File: src/rtl/nibble_add_driver.sv
// nibble_add_driver: self-checking operand transmitter for the 4-bit nibble adder.
// Drives packed {a,b} operand bytes, samples the adder's sum LATENCY cycles
// later and accumulates a saturating mismatch count plus the last failing byte.
// Optional build macro: ADD_DRIVER_EXHAUSTIVE_EN replaces the LFSR with an
// 8-bit up-counter from 8'h00 and runs all 256 operand pairs.
//
// Handshake: start is a single-cycle request honoured only in IDLE or DONE
// (never while busy); operands are registered and change only on the edge
// that enters DRIVE; sum_in is sampled in CHECK, LATENCY cycles after that.
// dbg_state encoding: 0 IDLE, 1 DRIVE, 2 WAIT, 3 CHECK, 4 DONE.
module nibble_add_driver #(
  parameter int         LATENCY     = 1,
  parameter int         NUM_VECTORS = 16,
  parameter logic [7:0] SEED        = 8'hA5
) (
  input  logic       clk,
  input  logic       reset,
  input  logic       start,
  input  logic [3:0] sum_in,
  output logic [7:0] operands,
  output logic       busy,
  output logic       done,
  output logic       pass,
  output logic [3:0] err_count,
  output logic [7:0] last_fail,
  output logic [2:0] dbg_state
);

  typedef enum logic [2:0] {
    S_IDLE  = 3'd0,
    S_DRIVE = 3'd1,
    S_WAIT  = 3'd2,
    S_CHECK = 3'd3,
    S_DONE  = 3'd4
  } state_t;

`ifdef ADD_DRIVER_EXHAUSTIVE_EN
  localparam int              VW        = 9;
  localparam logic [VW-1:0]   VEC_TOTAL = 9'd256;
  localparam logic [7:0]      GEN_INIT  = 8'h00;
`else
  localparam int              VW        = 8;
  localparam logic [VW-1:0]   VEC_TOTAL = 8'(NUM_VECTORS);
  // An all-zero LFSR would lock up, so a zero seed is promoted to 1.
  localparam logic [7:0]      GEN_INIT  = (SEED == 8'h00) ? 8'h01 : SEED;
`endif

  // WAIT covers LATENCY-1 cycles; the counter is loaded with LATENCY-2 in DRIVE.
  localparam logic [3:0] WAIT_LOAD = (LATENCY > 1) ? 4'(LATENCY - 2) : 4'd0;

  state_t        r_state;
  state_t        w_next_state;
  logic [7:0]    r_gen;
  logic [7:0]    r_operands;
  logic [3:0]    r_err_count;
  logic [7:0]    r_last_fail;
  logic [VW-1:0] r_vec_cnt;
  logic [3:0]    r_wait_cnt;

  logic [7:0]    w_gen_next;
  logic [3:0]    w_ref;
  logic          w_mismatch;
  logic [VW-1:0] w_vec_next;
  logic          w_last_vec;
  logic          w_start_ok;

`ifdef ADD_DRIVER_EXHAUSTIVE_EN
  assign w_gen_next = r_gen + 8'd1;
`else
  // Fibonacci LFSR, shift left, taps 7,5,4,3 feed the new LSB.
  assign w_gen_next = {r_gen[6:0], r_gen[7] ^ r_gen[5] ^ r_gen[4] ^ r_gen[3]};
`endif

  // 4-bit add drops the carry, i.e. (a+b) mod 16.
  assign w_ref      = r_operands[7:4] + r_operands[3:0];
  assign w_mismatch = (sum_in != w_ref);
  assign w_vec_next = r_vec_cnt + 1'b1;
  assign w_last_vec = (w_vec_next == VEC_TOTAL);
  assign w_start_ok = start && ((r_state == S_IDLE) || (r_state == S_DONE));

  // State register with synchronous reset taking priority over start.
  always_ff @(posedge clk) begin
    if (reset) r_state <= S_IDLE;
    else       r_state <= w_next_state;
  end

  // Next-state logic for the drive/wait/check sequence.
  always_comb begin
    w_next_state = r_state;
    case (r_state)
      S_IDLE:  if (start) w_next_state = S_DRIVE;
      S_DRIVE: w_next_state = (LATENCY > 1) ? S_WAIT : S_CHECK;
      S_WAIT:  if (r_wait_cnt == 4'd0) w_next_state = S_CHECK;
      S_CHECK: w_next_state = w_last_vec ? S_DONE : S_DRIVE;
      S_DONE:  if (start) w_next_state = S_DRIVE;
      default: w_next_state = S_IDLE;
    endcase
  end

  // Datapath: run initialisation, wait countdown, result check and vector advance.
  always_ff @(posedge clk) begin
    if (reset) begin
      r_gen       <= 8'h00;
      r_operands  <= 8'h00;
      r_err_count <= 4'd0;
      r_last_fail <= 8'h00;
      r_vec_cnt   <= '0;
      r_wait_cnt  <= 4'd0;
    end else if (w_start_ok) begin
      r_gen       <= GEN_INIT;
      r_operands  <= GEN_INIT;
      r_err_count <= 4'd0;
      r_last_fail <= 8'h00;
      r_vec_cnt   <= '0;
    end else begin
      case (r_state)
        S_DRIVE: r_wait_cnt <= WAIT_LOAD;
        S_WAIT:  r_wait_cnt <= r_wait_cnt - 4'd1;
        S_CHECK: begin
          if (w_mismatch) begin
            if (r_err_count != 4'hF) r_err_count <= r_err_count + 4'd1;
            r_last_fail <= r_operands;
          end
          r_vec_cnt <= w_vec_next;
          if (!w_last_vec) begin
            r_gen      <= w_gen_next;
            r_operands <= w_gen_next;
          end
        end
        default: ;
      endcase
    end
  end

  assign operands  = r_operands;
  assign busy      = (r_state == S_DRIVE) || (r_state == S_WAIT) || (r_state == S_CHECK);
  assign done      = (r_state == S_DONE);
  assign pass      = (r_state == S_DONE) && (r_err_count == 4'd0);
  assign err_count = r_err_count;
  assign last_fail = r_last_fail;
  assign dbg_state = r_state;

endmodule

File: config.mk
export PLATFORM = sky130hd
export DESIGN_NAME = nibble_add_driver
export DESIGN_NICKNAME = d
export VERILOG_FILES = /design/src/rtl/nibble_add_driver.sv
export SDC_FILE = /design/constraint.sdc
export NUM_CORES = 1
export LEC_CHECK = 0
export BUFFER_PORTS_ARGS = -buffer_cell sky130_fd_sc_hd__buf_2
export CORE_AREA = 2 2 63 65
export DETAILED_ROUTE_END_ITERATION = 10
export DIE_AREA = 0 0 65 67
export PLACE_DENSITY_LB_ADDON = 0.25
export SYNTH_ARGS = -nofsm -noshare
export SYNTH_HDL_FRONTEND = slang
export SYNTH_SLANG_ARGS = --single-unit
File: constraint.sdc
create_clock -name clk -period 3.2 [get_ports clk]
set_input_delay 0 -clock clk [delete_from_list [all_inputs] [get_ports clk]]
set_output_delay 0 -clock clk [all_outputs]
set_load 0.01 [all_outputs]
After elaboration in Yosys (flattened, before gate mapping):

Cells that the tools add are included.

* flip-flop bits (word level): 35
* output and inout bits: 26

* $add $sub $neg: 4
* equal/unequal tests: 10
* multiplexer cells: 8
* bitwise logic cells: 5
* reductions and logical operators: 18

Operators by type and width (count)
* $mux W8: 3
* $pmux W3 S4: 1
* $reduce_and A2 Y1: 5
* $mux W3: 3
* $add A8 B1 Y8 const B: 1
* $eq A8 B5 Y1 const B: 1
* $logic_not A4 Y1: 2
* $pmux W4 S2: 1
* $eq A3 B2 Y1 const B: 2
* $add A4 B1 Y4 const B: 1
* $add A4 B4 Y4: 1
* $ne A2 B1 Y1 const B: 2
* $ne A4 B4 Y1: 1
* $ne A4 B4 Y1 const B: 1
* $reduce_bool A2 Y1: 2
* $reduce_or A2 Y1: 2
* $sub A4 B1 Y4 const B: 1
* $eq A3 B1 Y1 const B: 1
* $eq A3 B3 Y1 const B: 1
* $logic_not A3 Y1: 1
* $logic_or A1 B1 Y1: 3
* $reduce_and A3 Y1: 1
* $xor A1 B1 Y1: 3
* $logic_and A1 B1 Y1: 2
* 2 further kinds: 3

Depth between registers and ports, before layout:

Gate-level depths: netlist of run 1.

* depth after elaboration: 6
* depth in mapped cells: 9

Worst setup path after synthesis of run 1:

Ideal clock, no wire load.

* kind: reg2reg
* start point: register r_operands[4], in the netlist operands[4]
* end point: register r_err_count[2], in the netlist err_count[2]
* setup time: 0.116 ns
* arrival time: 2.253 ns
* data required time: 3.084 ns
* setup slack: 0.831 ns
* cell stages (with the launch flop): 9
* path buffers: 0
* cells stage by stage: dfxtp_1 > ha_1 > inv_1 > fa_1 > xor3_1 > a31oi_1 > a211oi_2 > or4b_1 > o211a_1

* cells in the longest elaborated chain, start to end: 3

Ends and longest elaborated chain
* start, declared: RTL line 54 `logic [7:0] r_operands;`
* start signal, assigned: RTL line 127 `r_operands <= w_gen_next;`
* $add A4 B4 Y4: RTL line 75 `assign w_ref = r_operands[7:4] + r_operands[3:0];`
* $ne A4 B4 Y1: RTL line 76 `assign w_mismatch = (sum_in != w_ref);`
* $reduce_and A3 Y1 (no line)
* end signal, assigned: RTL line 121 `if (r_err_count != 4'hF) r_err_count <= r_err_count + 4'd1;`
* end, declared: RTL line 55 `logic [3:0] r_err_count;`

Every way passes these cells.
A chain may end at the register's enable or synchronous reset.

Worst setup path after layout of run 1:

Same ends and word-level chain as after synthesis.

==> results of run 1 <==
-- final cells by class --
class / count / area [sq um] / area share, %
clock buffer: 5 / 68.82 / 3.064
clock inverter: 3 / 67.56 / 3.008
inverter: 16 / 60.06 / 2.674
multi-input combinational: 159 / 1114 / 49.58
sequential: 35 / 700.7 / 31.20
tap: 48 / 60.06 / 2.674
timing repair buffer: 34 / 175.2 / 7.799
-- metrics by stage --
step                      instance area (sq um)  cells
after global placement                     2110    292
final                                      2246    300
after global routing                       2246    300
after floorplan                            1918    220
after CTS                                  2246    300
after detailed placement                   2110    292
-- metal layers --
| layer | up-vias | track usage (%) | routed length, um |
|---|---|---|---|
| met4 | 0 | 7.713 | 57 |
| met1 | 772 | 26.69 | 2008 |
| met3 | 6 | 5.743 | 149 |
| li1 | 835 | - | - |
| met2 | 27 | 37.37 | 2052 |
| met5 | - | 0 | 0 |
-- cell families after synthesis --
group / count (synthesis) / share of synthesized area [%]
and+or+nand+nor: 81 / 20.68
xor gates and xnor gates: 15 / 8.349
AOI/OAI and AO/OA: 41 / 15.98
DFF: 35 / 36.53
muxes: 13 / 6.784
adders and majority gates: 9 / 6.262
buffers and inverters: 26 / 5.414
-- registers in the layout, summed over array words and instances (netlist names) --
name	cells
last_fail	8
operands	8
r_vec_cnt	8
err_count	4
r_wait_cnt	4
dbg_state	3
-- power groups by stage --
stage                     clock (mW)  combinational, mW  sequential [mW]
after global routing           0.512              0.422            0.569
after detailed placement           0              0.371            0.568
after CTS                      0.490              0.375            0.557
after floorplan                    0              0.296            0.542
final                          0.482              0.373            0.559
after global placement             0              0.364            0.567
-- layout by cell type (no fill, tap or decap), types with 2 or more instances in the layout --
cell / instances
a21oi_1: 10
a221oi_1: 4
a31oi_1: 2
and2_1: 2
buf_2: 32
buf_4: 2
bufinv_16: 2
clkbuf_8: 5
dfxtp_1: 35
ha_1: 8
inv_1: 15
mux2i_1: 13
nand2_1: 17
nand2b_1: 2
nand3_1: 4
nand4_1: 4
nor2_1: 31
nor3_1: 9
o21a_1: 4
o21ai_0: 3
o21ai_1: 3
o21bai_1: 4
or3_1: 2
xnor2_1: 12
-- final timing paths --
path | from | endpoint | cells past startpoint
max | operands[4] | err_count[2] | 9
min | reset | dbg_state[2] | 2
max reg2reg | operands[4] | err_count[2] | 9
min reg2reg | last_fail[3] | last_fail[3] | 2
-- synth_stat cells, types with 2 or more instances --
library cell / instances
nand3_1: 4
o21ai_1: 3
nand4_1: 4
nor2_1: 31
xnor2_1: 12
nand2b_1: 2
and2_1: 2
a31oi_1: 2
mux2i_1: 13
nand2_1: 17
o21a_1: 4
or3_1: 2
a221oi_1: 4
nor3_1: 9
o21bai_1: 4
dfxtp_1: 35
o21ai_0: 3
buf_2: 2
clkbuf_1: 6
ha_1: 8
a21oi_1: 10
inv_1: 15
==> impl_metrics.env, run 1 <==
export IMPL_postCtsSetupRepairBufs=0
export IMPL_p_sw_share_pct=31.77
export IMPL_startpoint_type="flip-flop"
export IMPL_clkTransAtPathRegs_ps=70
export IMPL_powerDensity_nw_per_um2=629.6
export IMPL_synthFlopType="dfxtp_1"
export IMPL_path_cells="ha_1 -> inv_1 -> fa_1 -> xor3_1 -> a31oi_1 -> a211oi_2 -> buf_4 -> or4b_1 -> o211a_1"
export IMPL_cts_root_buffer="clkbuf_8"
export IMPL_setup_ws_ps=580.6
export IMPL_fin_nets=267
export IMPL_post_synth_top_area_cell="dfxtp_1"
export IMPL_yosysUniqueCellTypes=50
export IMPL_post_route_drc_count=0
export IMPL_clkSinkCount=35
export IMPL_final_hold_violation_count=0
export IMPL_power_frac_comb_pct=26.4
export IMPL_grt_pass1_vias=1581
export IMPL_clkLatencyLatePin_ps=290
export IMPL_syn_area_per_cell_sq_um=8.719
export IMPL_grt_pass1_wl_um=7272
export IMPL_ctsResizeCount=0
export IMPL_antenna_found_initial=0
export IMPL_synth_seq_area_share_pct=36.53
export IMPL_path_class="reg2reg"
export IMPL_gp_congestion=0.9692
export IMPL_area_growth_pct=17.09
export IMPL_critPathTopFamily="adder cells"
export IMPL_worstSetupEndpointType="flip-flop"
export IMPL_maxCapViolCount=0
export IMPL_dp_hpwl_um=3075
export IMPL_wire_per_inst_um=14.23
export IMPL_synthTopCellsByArea="dfxtp_1 37%, mux2i_1 6.8%, nor2_1 6.1%"
export IMPL_ys_warn_count=0
export IMPL_synth_top_area_share_pct=36.53
export IMPL_finalSetupViolations=0
export IMPL_switchingPower_uw=449.2
export IMPL_pre_cts_ws_ps=601.8
export IMPL_required_ps=3390
export IMPL_status="complete, no violations"
export IMPL_internal_power_uw=964.8
export IMPL_min_path_type="in2reg"
export IMPL_dr_pass1_iters=4
export IMPL_initial_core_util_pct=53.19
export IMPL_die_h_um=67
export IMPL_final_core_util_pct=62.28
export IMPL_synth_edff_count=0
export IMPL_worst_slew_pin_slew_ps=736.9
export IMPL_cts_max_path_buffers=2
export IMPL_die_area_sq_um=4355
export IMPL_grt_max_degree=18
export IMPL_netlist_instances=220
export IMPL_crit_arrival_ps=2810
export IMPL_max_slew_margin_pct=50.69
export IMPL_total_power_mw=1.414
export IMPL_post_route_period_util_pct=81.85
export IMPL_syn_cell_area_sq_um=1918
export IMPL_post_route_min_period_ps=2619
export IMPL_tritoncts="built"
export IMPL_max_freq_ghz=0.3818
export IMPL_ant_nets=0
export IMPL_vias=1640
export IMPL_rsz0062_at_grt="false"
export IMPL_critPathMaxStageDelay_ps=470
export IMPL_yosys_register_bits=35
export IMPL_core_area_sq_um=3606
export IMPL_tns_ps=0
export IMPL_cts_hold_buf=0
export IMPL_core_rowCount=22
export IMPL_die_w_um=65
export IMPL_htree_levels=2
export IMPL_drive_gt1_share_pct=18.65
export IMPL_slew_violations=0
export IMPL_grt_overflow=0
export IMPL_num_fill_cells=335
export IMPL_finalClockSkew_ps=2.210
export IMPL_sequentialPowerShare_pct=39.5
export IMPL_antenna_cells=0
export IMPL_pwr_share_clk_pct=34.1
export IMPL_reg2reg_slack_ps=580
export IMPL_crit_buf_inv=2
export IMPL_hold_slack_ps=33.84
export IMPL_num_io_pins=33
export IMPL_wl_um=4268
export IMPL_viasPerCell=5.467
export IMPL_critPathSlowestCell="or4b_1"
export IMPL_cp_max_fo=11
export IMPL_first_iter_violations=80
export IMPL_syn_nets=236
export IMPL_p_leak_nw=0.9717
export IMPL_groute_usage_overall_pct=21.95
export IMPL_async_reset_ff_share_pct=0
export IMPL_port_buffers=32
export IMPL_cts_buffers=5
export IMPL_ir_drop_mv=0.4525
No activity file was read; power rests on OpenSTA's default activity.
==> inputs of run 2 (changes only) <==
==> constraint.sdc (replaced) <==
create_clock -name clk -period 2.5 [get_ports clk]
set_input_delay 0 -clock clk [delete_from_list [all_inputs] [get_ports clk]]
set_output_delay 0 -clock clk [all_outputs]
set_load 0.01 [all_outputs]
==> run 2 against run 1 <==
- global-route usage rose by 0.66 points
- maximum frequency rose by 13%
- first-iteration DRC count rose by 18%
- setup slack got worse by 400 ps
- worst hold slack got worse by 0.84 ps
- sequential cell count did not move
- cell count rose by 3.0%
- register-to-register slack got worse by 400 ps
- design area rose by 2.0%
- largest power group unchanged
- non-clock buffer count rose by 9
==> impl_metrics.env, run 2 (synthesized netlist as in run 1, its figures left out) <==
export IMPL_status="complete, no violations"
export IMPL_grt_pass1_wl_um=7555
export IMPL_ir_drop_mv=0.5742
export IMPL_area_growth_pct=19.37
export IMPL_antenna_found_initial=0
export IMPL_worst_slew_pin_slew_ps=669.0
export IMPL_cts_hold_buf=0
export IMPL_postCtsSetupRepairBufs=0
export IMPL_die_w_um=65
export IMPL_rsz0062_at_grt="false"
export IMPL_min_path_cells=2
export IMPL_required_ps=2720
export IMPL_core_area_sq_um=3606
export IMPL_p_leak_nw=1.012
export IMPL_viasPerCell=5.472
export IMPL_clkSinkCount=35
export IMPL_cts_root_buffer="clkbuf_8"
export IMPL_core_rowCount=22
export IMPL_fin_nets=276
export IMPL_ant_nets=0
export IMPL_powerDensity_nw_per_um2=763.5
export IMPL_final_hold_violation_count=0
export IMPL_worstSetupEndpointType="flip-flop"
export IMPL_grt_max_degree=18
export IMPL_finalClockSkew_ps=8.595
export IMPL_dp_hpwl_um=3151
export IMPL_tritoncts="built"
export IMPL_num_io_pins=33
export IMPL_antenna_cells=0
export IMPL_maxCapViolCount=0
export IMPL_min_path_type="in2reg"
export IMPL_post_route_min_period_ps=2317
export IMPL_slew_violations=0
export IMPL_grt_overflow=0
export IMPL_post_route_period_util_pct=92.70
export IMPL_ctsResizeCount=0
export IMPL_die_area_sq_um=4355
export IMPL_grt_pass1_vias=1670
export IMPL_final_cell_mix="35 x dfxtp_1, 32 x buf_2, 31 x nor2_1"
export IMPL_max_freq_ghz=0.4315
export IMPL_initial_core_util_pct=53.19
export IMPL_clkLatencyLatePin_ps=290
export IMPL_wire_per_inst_um=13.97
export IMPL_cts_max_path_buffers=2
export IMPL_cp_max_fo=5
export IMPL_startpoint_type="flip-flop"
export IMPL_path_class="reg2reg"
export IMPL_max_slew_margin_pct=55.40
export IMPL_final_area_sq_um=2290
export IMPL_final_common_cell="dfxtp_1"
export IMPL_drive_gt1_share_pct=21.46
export IMPL_placed_area_sq_um=2177
export IMPL_port_buffers=32
export IMPL_clkTransAtPathRegs_ps=80
export IMPL_post_route_drc_count=0
export IMPL_die_h_um=67
export IMPL_crit_arrival_ps=2530
export IMPL_dr_pass1_iters=4
export IMPL_finalSetupViolations=0
export IMPL_gp_congestion=0.8312
export IMPL_groute_usage_overall_pct=22.61
export IMPL_cts_buffers=5
export IMPL_htree_levels=2
export IMPL_final_core_util_pct=63.50
export IMPL_tns_ps=0
export IMPL_first_iter_violations=94
export IMPL_wl_um=4316
export IMPL_vias=1691
export IMPL_reg2regPathDepth=9
[run 2: changes by cell type in the layout (fill, tap and decap cells not counted), sizes merged]
cell	previous run	this run
buf	34	43
bufinv	2	1
clkinv	0	2
clkinvlp	1	0
[run 2: worst max-delay path, stage by stage, from the launching register on]
cell      delay (ps)
dfxtp_1          340
ha_1             160
inv_1             50
fa_1             380
xor3_1           370
a31oi_1          210
a211oi_2          80
buf_4            160
or3_1            340
a21oi_1          140
[run 2: per-stage QoR]
stage	worst slack [ps]	hold slack, ps	instances	total power [mW]
2_1_floorplan	130.6	175.4	220	1.072
3_3_place_gp	248.4	326.6	301	1.233
3_5_place_dp	216.2	334.3	301	1.240
4_1_cts	193.6	30.88	309	1.755
5_1_grt	55.72	47.01	309	1.863
6_report	182.5	33.00	309	1.748
[run 2: final timing paths]
path / startpoint / endpoint / slack (ps)
max reg2reg: operands[0] / err_count[0] / 180
min reg2reg: last_fail[7] / last_fail[7] / 500
max: operands[0] / err_count[0] / 180
min: reset / r_wait_cnt[2] / 30
[run 2: layout make-up]
| type | instances | area, sq um |
|---|---|---|
| clock buffers | 5 | 68.82 |
| clock inverters | 3 | 43.79 |
| fillers | 317 | 1316 |
| inverters | 16 | 60.06 |
| multi-input cells | 159 | 1114 |
| flip-flops and latches | 35 | 700.7 |
| well taps | 48 | 60.06 |
| repair buffers | 43 | 242.7 |
[run 2: report_power, final]
part / internal [mW] / leakage (nW) / total, mW / switching, mW
Combinational: 0.256 / 0.670 / 0.549 / 0.293
Sequential: 0.610 / 0.284 / 0.679 / 0.0684
Clock: 0.297 / 0.0581 / 0.520 / 0.223
[run 2: routing by layer]
layer,vias to the layer above,share of wire [%],global-route usage [%]
li1,848,-,-
met1,805,48,28.48
met2,34,48,39.18
met3,4,3.5,5.405
met4,0,0.74,4.787
met5,-,0,0
